<file path="src/rtl/d_line_bridge_if.sv">
// Word-beat bus between the line bridge and main memory.
// The bridge is master; ram_rdata is valid with ram_ack on reads.
interface d_line_bridge_if;
    logic        ram_req;
    logic        ram_we;
    logic [31:0] ram_addr;
    logic [31:0] ram_wdata;
    logic        ram_ack;
    logic [31:0] ram_rdata;

    modport master (
        output ram_req, ram_we, ram_addr, ram_wdata,
        input  ram_ack, ram_rdata
    );

    modport slave (
        input  ram_req, ram_we, ram_addr, ram_wdata,
        output ram_ack, ram_rdata
    );
endinterface

</file>
<file path="src/rtl/d_line_bridge.sv">
// Splits 128-bit cache line refills/write-backs into four 32-bit beats.
// Optional per-beat timeout: define D_LINE_BRIDGE_TIMEOUT_EN.
module d_line_bridge #(
    parameter int unsigned TIMEOUT_CYCLES = 64
) (
    input  logic          clk,
    input  logic          rst,
    input  logic          mem_r,
    input  logic          mem_w,
    input  logic [31:0]   mem_addr,
    input  logic [127:0]  mem_data_out,
    output logic [127:0]  mem_data,
    output logic          mem_ready,
    output logic          bus_err,
    d_line_bridge_if.master ram
);

    localparam logic [1:0] IDLE = 2'd0;
    localparam logic [1:0] RD   = 2'd1;
    localparam logic [1:0] WR   = 2'd2;
    localparam logic [1:0] DONE = 2'd3;

    logic [1:0]        state;
    logic [1:0]        beat;
    logic [1:0]        nbeat;
    logic [27:0]       base;
    logic [3:0][31:0]  wline;
    logic              ack;

    assign nbeat = beat + 2'd1;
    assign ack   = ram.ram_req & ram.ram_ack;

    // Low address nibble is dropped: transfers are always line aligned.
    logic unused_addr;
    assign unused_addr = ^mem_addr[3:0];

`ifdef D_LINE_BRIDGE_TIMEOUT_EN
    localparam logic [7:0] TO_LAST = 8'(TIMEOUT_CYCLES - 1);
    logic [7:0] wcnt;
`else
    logic [31:0] unused_to;
    assign unused_to = 32'(TIMEOUT_CYCLES);
    assign bus_err   = 1'b0;
`endif

    always_ff @(posedge clk or negedge rst) begin
        if (!rst) begin
            state         <= IDLE;
            beat          <= 2'd0;
            base          <= '0;
            wline         <= '0;
            mem_data      <= '0;
            mem_ready     <= 1'b0;
            ram.ram_req   <= 1'b0;
            ram.ram_we    <= 1'b0;
            ram.ram_addr  <= '0;
            ram.ram_wdata <= '0;
`ifdef D_LINE_BRIDGE_TIMEOUT_EN
            bus_err       <= 1'b0;
            wcnt          <= '0;
`endif
        end else begin
            unique case (state)
                IDLE: begin
                    if (mem_w || mem_r) begin
                        state         <= mem_w ? WR : RD;
                        base          <= mem_addr[31:4];
                        wline         <= mem_data_out;
                        beat          <= 2'd0;
                        ram.ram_req   <= 1'b1;
                        ram.ram_we    <= mem_w;
                        ram.ram_addr  <= {mem_addr[31:4], 4'b0};
                        ram.ram_wdata <= mem_data_out[31:0];
`ifdef D_LINE_BRIDGE_TIMEOUT_EN
                        bus_err       <= 1'b0;
                        wcnt          <= '0;
`endif
                    end
                end
                RD, WR: begin
                    if (ack) begin
                        if (state == RD)
                            mem_data[{beat, 5'd0} +: 32] <= ram.ram_rdata;
                        beat <= nbeat;
`ifdef D_LINE_BRIDGE_TIMEOUT_EN
                        wcnt <= '0;
`endif
                        if (beat == 2'd3) begin
                            state       <= DONE;
                            ram.ram_req <= 1'b0;
                            ram.ram_we  <= 1'b0;
                            mem_ready   <= 1'b1;
                        end else begin
                            ram.ram_addr  <= {base, nbeat, 2'b00};
                            ram.ram_wdata <= wline[nbeat];
                        end
                    end
`ifdef D_LINE_BRIDGE_TIMEOUT_EN
                    else if (wcnt == TO_LAST) begin
                        // Abort: report completion with the partial line.
                        state       <= DONE;
                        ram.ram_req <= 1'b0;
                        ram.ram_we  <= 1'b0;
                        mem_ready   <= 1'b1;
                        bus_err     <= 1'b1;
                    end else begin
                        wcnt <= wcnt + 8'd1;
                    end
`endif
                end
                DONE: begin
                    mem_ready <= 1'b0;
                    state     <= IDLE;
                end
            endcase
        end
    end

endmodule

</file>
<file path="src/flat_wrapper.sv">
// flat-port wrapper written by rule: the top's interface ports become plain ports
module d_line_bridge_flat 
#(
    parameter int unsigned TIMEOUT_CYCLES = 64
)
  (clk, rst, mem_r, mem_w, mem_addr, mem_data_out, mem_data, mem_ready, bus_err, ram_ram_req, ram_ram_we, ram_ram_addr, ram_ram_wdata, ram_ram_ack, ram_ram_rdata);
  d_line_bridge_if ram_i ();
  input  logic clk;
  input  logic rst;
  input  logic mem_r;
  input  logic mem_w;
  input  logic [31:0] mem_addr;
  input  logic [127:0] mem_data_out;
  output logic [127:0] mem_data;
  output logic mem_ready;
  output logic bus_err;
  output wire logic [$bits(ram_i.ram_req)-1:0] ram_ram_req;
  output wire logic [$bits(ram_i.ram_we)-1:0] ram_ram_we;
  output wire logic [$bits(ram_i.ram_addr)-1:0] ram_ram_addr;
  output wire logic [$bits(ram_i.ram_wdata)-1:0] ram_ram_wdata;
  input wire logic [$bits(ram_i.ram_ack)-1:0] ram_ram_ack;
  input wire logic [$bits(ram_i.ram_rdata)-1:0] ram_ram_rdata;
  assign ram_ram_req = ram_i.ram_req;
  assign ram_ram_we = ram_i.ram_we;
  assign ram_ram_addr = ram_i.ram_addr;
  assign ram_ram_wdata = ram_i.ram_wdata;
  assign ram_i.ram_ack = ram_ram_ack;
  assign ram_i.ram_rdata = ram_ram_rdata;
  d_line_bridge #(.TIMEOUT_CYCLES(TIMEOUT_CYCLES)) u_core (.clk(clk), .rst(rst), .mem_r(mem_r), .mem_w(mem_w), .mem_addr(mem_addr), .mem_data_out(mem_data_out), .mem_data(mem_data), .mem_ready(mem_ready), .bus_err(bus_err), .ram(ram_i));
endmodule
</file>
<file path="config.mk">
export PLATFORM = sky130hd
export DESIGN_NAME = d_line_bridge_flat
export DESIGN_NICKNAME = d
export VERILOG_FILES = /design/src/rtl/d_line_bridge_if.sv /design/src/rtl/d_line_bridge.sv /design/src/flat_wrapper.sv
export SDC_FILE = /design/constraint.sdc
export NUM_CORES = 1
export LEC_CHECK = 0
export BUFFER_PORTS_ARGS = -buffer_cell sky130_fd_sc_hd__buf_4
export CAP_MARGIN = 20
export CORE_MARGIN = 1
export CORE_UTILIZATION = 57
export CTS_CLUSTER_DIAMETER = 30
export DETAILED_ROUTE_END_ITERATION = 8
export HOLD_SLACK_MARGIN = 0.12
export PLACE_DENSITY = 0.95
export SYNTH_ARGS = -nofsm -noshare
export SYNTH_HDL_FRONTEND = slang
export SYNTH_SLANG_ARGS = --single-unit
</file>
<file path="constraint.sdc">
create_clock -name clk -period 4.9 [get_ports clk]
set_input_delay 0.735 -clock clk [delete_from_list [all_inputs] [get_ports clk]]
set_output_delay 0.735 -clock clk [all_outputs]
set_load 0.02 [all_outputs]
</file>
==> results of run 1 <==
-- sequential cells by signal, summed over array words and instances, names as in the netlist --
register / flops
u_core.base: 28
u_core.beat: 2
u_core.mem_data: 128
u_core.mem_ready: 1
u_core.ram.ram_addr: 30
u_core.ram.ram_req: 1
u_core.ram.ram_wdata: 32
u_core.ram.ram_we: 1
u_core.state: 2
u_core.wline: 128
-- worst register-to-register path, cell delays in order (launching register included) --
cell	delay, ps
dfrtp_1	400
inv_1	100
ha_2	720
buf_4	630
nand2b_1	580
buf_4	440
o221ai_1	280
mux2_1	200
-- area by class of cell --
cell class / instances / area [um2]
fillers: 1300 / 5380
well taps: 335 / 419
multi-input cells: 749 / 5930
inverters: 8 / 30.0
clock buffers: 90 / 1940
flip-flops and latches: 353 / 8840
repair buffers: 405 / 3110
diodes: 1 / 2.50
clock inverters: 34 / 418
-- power groups by stage --
| stage | Sequential (mW) | Combinational [mW] | Clock (mW) |
|---|---|---|---|
| after floorplan | 4.92 | 3.71 | 0 |
| after global placement | 4.56 | 5.40 | 0 |
| after detailed placement | 4.65 | 5.66 | 0 |
| after CTS | 4.71 | 5.85 | 4.79 |
| after global routing | 4.82 | 6.18 | 4.94 |
| final | 4.74 | 5.89 | 4.77 |
-- cells in the mapped netlist, drive strengths merged, types with 2 or more instances --
cell and n:
nand2 195, o21ai 100, dfrtp 353, o221ai 32, clkbuf 31, a22o 32
nor3b 2, nor4b 2, ha 9, buf 53, a21oi 3, nor2 2
mux2i 67, mux2 245, nand3 3, nor2b 2, inv 8, nand4 4
a211oi 4, nand2b 34
-- per-layer routing --
metal / global-route usage / part of all wire / vias to the layer above
li1: - / - / 5003
met1: 0.384 / 0.36 / 5963
met2: 0.586 / 0.51 / 702
met3: 0.0982 / 0.090 / 181
met4: 0.184 / 0.049 / 0
met5: 0 / 0 / -
-- placed cells by master, fill, tap and decap left out, types with 2 or more instances in the layout --
| cell type | instances |
|---|---|
| nand3_1 | 3 |
| clkinv_2 | 13 |
| buf_12 | 3 |
| nor3b_2 | 2 |
| bufinv_16 | 7 |
| clkbuf_8 | 7 |
| inv_8 | 2 |
| clkbuf_1 | 11 |
| clkbuf_16 | 72 |
| ha_1 | 8 |
| o21ai_1 | 9 |
| clkinvlp_4 | 6 |
| mux2i_1 | 67 |
| clkinv_4 | 2 |
| nand2b_1 | 34 |
| o21ai_0 | 90 |
| a22o_1 | 32 |
| a211oi_1 | 3 |
| nor2b_1 | 2 |
| mux2_4 | 20 |
| clkinv_8 | 3 |
| mux2_1 | 5 |
| nand4_1 | 4 |
| o221ai_1 | 32 |
| inv_1 | 8 |
| buf_4 | 400 |
| dfrtp_1 | 352 |
| conb_1 | 3 |
| mux2_2 | 220 |
| nand2_1 | 195 |
| a21oi_1 | 3 |
-- worst paths after layout --
path,from,to,slack [ps]
worst min-delay path,rst,u_core.wline[86],230
worst min register to register,u_core.mem_data[123],u_core.mem_data[123],480
worst max-delay path,u_core.state[0],u_core.ram.ram_wdata[15],1480
max in group asynchronous,rst,u_core.wline[59],3480
min in group clk,mem_data_out[81],u_core.wline[81],410
worst max register to register,u_core.state[0],u_core.ram.ram_wdata[15],1480
-- logic make-up (layout without fill, tap and decap cells) --
family                     Yosys count  count (layout)  share of synthesized area
other                                1               4                   0.000247
DFF                                353             353                      0.582
and+or+nand+nor                    251             251                     0.0737
buffers and inverters               92             537                     0.0305
adders and majority gates            9               9                    0.00742
AOI/OAI and AO/OA                  174             174                     0.0753
muxes                              312             312                      0.231
==> results.md, run 1 <==
- Outcome: complete, no violations
- Drt initial violations: 1289
- Root cell of the clock tree: clkbuf_16
- Crit path cell chain: inv_1 > ha_2 > buf_4 > nand2b_1 > buf_4 > o221ai_1 > mux2_1
- Initial antenna violation count: 1
- Share of the clock period used by the worst path after layout: 0.697
- Number of flops mapped to enable cells by yosys: 0
- Leakage power of the design: 9.55 nW
- Cell internal power dissipation: 10.2 mW
- Count of cells along the worst register-to-register path: 7
- Synth Register Bits: 353
- Count of buffer and inverter cells on the critical path: 3
- Mean instance size in the synthesized netlist: 12.7 um2
- Signed area change from the synthesized netlist to the final layout: 36.2%
- DR DRC count: 0
- Worst Skew: 28.1 ps
- Cell area after placement: 18300 um2
- Required time worst endpoint: 5370 ps
- Drt pass-1 iters: 6
- First-pass GRT wire length: 70.2 mm
- Core region area: 26100 um2
- Via count of the first global-routing pass: 12500
- Horizontal die dimension: 165 um
- Net switching fraction of the power: 0.339
- DP HPWL: 27.0 mm
- Fraction of power consumed by the clock network: 0.310
- Distinct cell type count after synthesis: 40
- Cell area power density: 745 nW/um2
- CTS tree: yes
- Share of the synthesized area in the top cell type: 0.582
- Crit path largest cell delay: 720 ps
- Number of synthesis warnings: 0
- Biggest area contributors in the synthesized netlist: dfrtp_1 58%, mux2_2 16%, nand2_1 4.8%, mux2i_1 4.4%, o21ai_0 3.0%
- Routability Congestion: 0.820
- Worst Slack Setup Final: 1480 ps
- Total non-filler cell area in the finished layout: 20700 um2
- Routed WL: 47.1 mm
- Highest fanout seen on the critical path: 51
- Placed cells: 1850
- Critical path's top delay family: buffers and inverters
- Detail-routed via count per cell: 6.00
- Number of sinks handled by clock tree synthesis: 353
- All-Layer GR Usage: 0.342
- Post-synth top flop: dfrtp_1
- Fraction of the core area covered by cells at the end of the flow: 0.793
- Count of input and output buffers: 385
- Gr ovfl total: 0
- Library cell contributing the largest single delay on the critical path: ha_2
- Count of antenna-violating nets left after detailed routing: 0
- Top cell type by total area after synthesis: dfrtp_1
- Data arrival, critical path: 3890 ps
- Max-Slew Margin vs Limit: 0.268
- Number of standard cells in the final layout excluding fillers: 1975
- Cell Area, Synth: 15200 um2
- Most frequent cell on the critical path: buf_4
- Number of buffers inserted for hold repair after clock tree synthesis: 0
- Largest net degree at the start of global routing: 133
- Number of buffers on the longest clock path: 3
- Synthesized netlist cell count: 1192
- Count of final setup violators: 0
- Final nets: 1792
- Combinational cell fraction of total power: 0.382
- Row count: 59
- H-tree depth: 3
- Layout cells sized above 1: 0.471
- Reg clk slew, reported paths: 50 ps
- Time the final worst path needs with I/O delays and setup: 3420 ps
- Worst setup slack after placement: 1620 ps
- Net Sw Power: 5.22 mW
- Via count of the routed design: 11800
- Peak supply drop: 0.000593 V
- Type of origin of the critical path: flop
- Overall power after layout: 15.4 mW
- Final hold violation count: 0
- Timing-limited maximum frequency: 293 MHz
- Floorplan die area: 27300 um2
- Total clock buffers created by CTS: 69
- Maximum Capacitance Violations: 0
- Share of the yosys chip area belonging to registers: 0.582
- Category of the worst setup path capture point: flop
- Share of power burned in registers: 0.308
- Final setup TNS: 0 ps
- Worst-margin pin slew: 1100 ps
- Share of synthesized flip-flops with an asynchronous set or reset: 1.00
- Number of setup buffers added after CTS: 0
- Worst Path Class, Setup: flop to flop
- Worst hold slack after final layout: 226 ps
- Die Y-Extent: 165 um
- Critical path depth: 7
- Num ports: 393
- Cts repair resizes: 0
- Average wire per cell in the routed design: 23.9 um
- RSZ-0062 raised after global routing: false
- Number of slew-limit violations in the final report: 0
- Path class of the lowest-slack min-delay path: input pin to async pin
- Starting Density: 0.582
- Insertion delay of the later-clocked pin in the worst-skew pair: 560 ps
(Power assumes the default switching activity.)
==> run 2: changes to the inputs <==
--- a/config.mk
+++ b/config.mk
@@ -5,14 +5,15 @@
 export SDC_FILE = /design/constraint.sdc
 export NUM_CORES = 1
 export LEC_CHECK = 0
+export ABC_AREA = 1
 export BUFFER_PORTS_ARGS = -buffer_cell sky130_fd_sc_hd__buf_4
 export CAP_MARGIN = 20
 export CORE_MARGIN = 1
-export CORE_UTILIZATION = 57
+export CORE_UTILIZATION = 54
 export CTS_CLUSTER_DIAMETER = 30
 export DETAILED_ROUTE_END_ITERATION = 8
 export HOLD_SLACK_MARGIN = 0.12
-export PLACE_DENSITY = 0.95
+export PLACE_DENSITY = 0.93
 export SYNTH_ARGS = -nofsm -noshare
 export SYNTH_HDL_FRONTEND = slang
 export SYNTH_SLANG_ARGS = --single-unit
==> constraint.sdc (replaced) <==
create_clock -name clk -period 3.5 [get_ports clk]
set_input_delay 0.525 -clock clk [delete_from_list [all_inputs] [get_ports clk]]
set_output_delay 0.525 -clock clk [all_outputs]
set_load 0.02 [all_outputs]
==> run 2 against run 1 <==
Against the previous run:
- synthesized cell count is 66% higher
- critical path type unchanged
- largest power group unchanged
- critical path depth rose by 3
- synthesized area up 5.3%
- hold slack worse by 26 ps
- clock power increased by 39%
- highest routed layer is now met5
- largest cell class unchanged
- global-route usage is 0.98 points higher
- sequential cell count unchanged
- routed wire length is 13% higher
- clock skew down 2.7 ps
- combinational power up 59%
- critical endpoint is now u_core.mem_data[89]
==> results.md, run 2 <==
- Outcome: complete, no violations
- Die Y-Extent: 174 um (+5.4%)
- Top cell type by total area after synthesis: dfrtp_1
- Max-Slew Margin vs Limit: 0.400 (+0.132)
- Total clock buffers created by CTS: 70 (+1.4%)
- Drt initial violations: 1937 (+50%)
- FILL cells: 1869 (+44%)
- Cell area after placement: 19100 um2 (+4.1%)
- Data arrival, critical path: 3110 ps (-780 ps)
- Count of final setup violators: 0 (unchanged)
- Share of synthesized flip-flops with an asynchronous set or reset: 1.00 (unchanged)
- Category of the worst setup path capture point: flop
- Reg clk slew, reported paths: 60 ps (about the same)
- Critical path's top delay family: buffers and inverters
- Leakage power of the design: 11.9 nW (+24%)
- RSZ-0062 raised after global routing: false
- Launch instance of the worst min-delay path: mem_data_out[123]
- Count of cells along the worst register-to-register path: 10 (+3)
- Average wire per cell in the routed design: 19.2 um (-19%)
- Synth Register Bits: 353 (unchanged)
- Share of the synthesized area in the top cell type: 0.553 (-0.0295)
- Startpoint of the worst-slack reg-to-reg timing path: u_core.beat[0]
- Floorplan die area: 30300 um2 (+11%)
- Most common library cell in the layout ignoring fill and taps: nand2_1
- First-pass GRT wire length: 84.4 mm (+20%)
- Routability Congestion: 0.898 (+9.5%)
- Final nets: 2526 (+41%)
- Share of the yosys chip area belonging to registers: 0.553 (-0.0295)
- Worst Skew: 25.5 ps (-2.66 ps)
- Post-synth top flop: dfrtp_1
- Num ports: 393 (unchanged)
- Drt pass-1 iters: 6 (unchanged)
- Horizontal die dimension: 174 um (+5.4%)
- Number of slew-limit violations in the final report: 0 (unchanged)
- Number of buffers on the longest clock path: 3 (unchanged)
- Initial antenna violation count: 1 (unchanged)
- Highest-count cells in the layout ignoring fill and taps: 765 x nand2_1, 406 x buf_4, 352 x dfrtp_1
- Number of synthesis warnings: 0 (unchanged)
- Count of buffer and inverter cells on the critical path: 6 (+3)
- Starting Density: 0.553 (-0.0299)
- Worst Path Class, Setup: flop to flop
- Number of sinks handled by clock tree synthesis: 353 (unchanged)
- DP HPWL: 31.5 mm (+17%)
- Synthesized netlist cell count: 1980 (+66%)
- Root cell of the clock tree: clkbuf_16
- Final hold violation count: 0 (unchanged)
- Biggest area contributors in the synthesized netlist: dfrtp_1 55%, nand2_1 18%, nand3_1 10%, o21ai_0 5.3%, nor2_1 1.9%
- Detail-routed via count per cell: 5.83 (-2.7%)
- Gr ovfl total: 0 (unchanged)
- Cts repair resizes: 0 (unchanged)
- Cell area power density: 1060 nW/um2 (+42%)
- Distinct cell type count after synthesis: 25 (-38%)
- Type of origin of the critical path: flop
- Path class of the lowest-slack min-delay path: input pin to flop
- Signed area change from the synthesized netlist to the final layout: 34.2%
- Most frequent cell on the critical path: buf_4
- Number of flops mapped to enable cells by yosys: 0 (unchanged)
- Reg-to-Reg End: u_core.mem_data[89]
- Crit path cell chain: inv_2 > ha_1 > inv_1 > buf_4 > nand2_1 > clkinv_1 > buf_4 > nand3_1 > buf_4 > o21ai_0
- Insertion delay of the later-clocked pin in the worst-skew pair: 550 ps (about the same)
- Final setup TNS: 0 ps (unchanged)
- Maximum Capacitance Violations: 0 (unchanged)
- Count of input and output buffers: 385 (unchanged)
- Most instantiated library cell after synthesis: nand2_1
- Cell Area, Synth: 16000 um2 (+5.3%)
- Total non-filler cell area in the finished layout: 21500 um2 (+3.8%)
- Routed WL: 53.0 mm (+13%)
- Layout cells sized above 1: 0.232 (-0.239)
- Timing-limited maximum frequency: 372 MHz (+27%)
- Most used standard cells in the synthesized netlist: 765 x nand2_1, 353 x dfrtp_1, 318 x nand3_1
- Via count of the first global-routing pass: 16200 (+29%)
- H-tree depth: 3 (unchanged)
- Mean instance size in the synthesized netlist: 8.07 um2 (-37%)
- Via count of the routed design: 16100 (+36%)
- All-Layer GR Usage: 0.352 (+0.00982)
- Highest fanout seen on the critical path: 34 (-33%)
- Row count: 62 (+5.1%)
- Endpoint of the worst hold-timing path: u_core.wline[123]
- Worst hold path depth: 3
- Setup slack, reg-to-reg: 810 ps (-670 ps)
- DR DRC count: 0 (unchanged)
- Required time worst endpoint: 3920 ps (-1450 ps)
- Number of standard cells in the final layout excluding fillers: 2758 (+40%)
- CTS tree: yes
- Library cell contributing the largest single delay on the critical path: dfrtp_4
- Share of the clock period used by the worst path after layout: 0.769 (+0.0716)
- Largest net degree at the start of global routing: 158 (+19%)
- Core region area: 28900 um2 (+11%)
- Peak supply drop: 0.000803 V (+36%)
- ANT cells: 0 (-1)
- Registers with the most flip-flops: u_core.mem_data: 128 flops, u_core.wline: 128 flops, u_core.ram.ram_wdata: 32 flops
- Placed cells: 2631 (+42%)
- Time the final worst path needs with I/O delays and setup: 2690 ps (-725 ps)
- Worst-margin pin slew: 900 ps (-198 ps)
- Count of antenna-violating nets left after detailed routing: 0 (unchanged)
- Crit path largest cell delay: 610 ps (-110 ps)
[run 2: cell count changes after synthesis, moves of 35 or more]
cell / change
nand2_1: +570
nand3_1: +315
mux2_2: -220
nor2_1: +80
o21ai_0: +79
inv_1: +54
mux2i_1: -40
clkbuf_1: +35
[run 2: repair_timing]
action                                  in CTS  in global routing
hold buffers                                 1                  0
endpoints found under the setup margin       0                  0
buffers inserted                             0                  0
hold endpoints to repair                    80                  0
[run 2: kinds of logic after synthesis]
kind of cell               Yosys count  synth area share
adders and majority gates            9           0.00704
other                                1          0.000235
muxes                               27            0.0169
and+or+nand+nor                   1171             0.301
AOI/OAI and AO/OA                  204            0.0644
DFF                                353             0.553
buffers and inverters              215            0.0579
[run 2: worst max-delay path by stage]
stage | from | to | cells past startpoint
3_5_place_dp | u_core.beat[0] | u_core.mem_data[81] | 10
4_1_cts | u_core.beat[0] | u_core.mem_data[79] | 10
6_report | u_core.beat[0] | u_core.mem_data[89] | 10
3_3_place_gp | u_core.beat[0] | u_core.mem_data[69] | 10
2_1_floorplan | u_core.beat[0] | u_core.mem_data[65] | 11
5_1_grt | u_core.beat[0] | u_core.mem_data[89] | 10
[run 2: power breakdown]
| group | switching, mW | internal [mW] | leakage [nW] |
|---|---|---|---|
| sequential | 0.972 | 5.68 | 4.56 |
| combinational | 6.25 | 3.13 | 6.16 |
| clock | 2.26 | 4.39 | 1.15 |
[run 2: worst min-delay path: cells and delay by family]
| kind | cells | cell delay [ps] |
|---|---|---|
| simple gates | 2 | 110 |
| buf+inv | 1 | 80 |
[run 2: final cells by class]
class                           count  area [um2]  area share
Timing Repair Buffer              416        3230       0.151
Multi-Input combinational cell   1414        6290       0.293
Inverter                           65         244      0.0114
Tap cell                          384         480      0.0224
Sequential cell                   353        8840       0.412
Clock inverter                     42         463      0.0216
Clock buffer                       84        1920      0.0894
[run 2: metrics by stage]
step | setup WS, ps | util | hold slack [ps] | power (mW)
after detailed placement | 1000 | 0.659 | 465 | 15.7
after CTS | 898 | 0.742 | 178 | 22.6
after floorplan | 1350 | - | 229 | 12.6
after global routing | 690 | 0.742 | 198 | 24.0
after global placement | 1090 | 0.659 | 461 | 15.3
final | 809 | 0.742 | 200 | 22.7
[run 2: routing by layer]
metal,vias to the layer above,global-route usage,part of all wire
li1,7078,-,-
met1,7578,0.416,0.36
met2,1176,0.580,0.48
met3,258,0.0989,0.11
met4,2,0.194,0.054
met5,-,0,0.00025
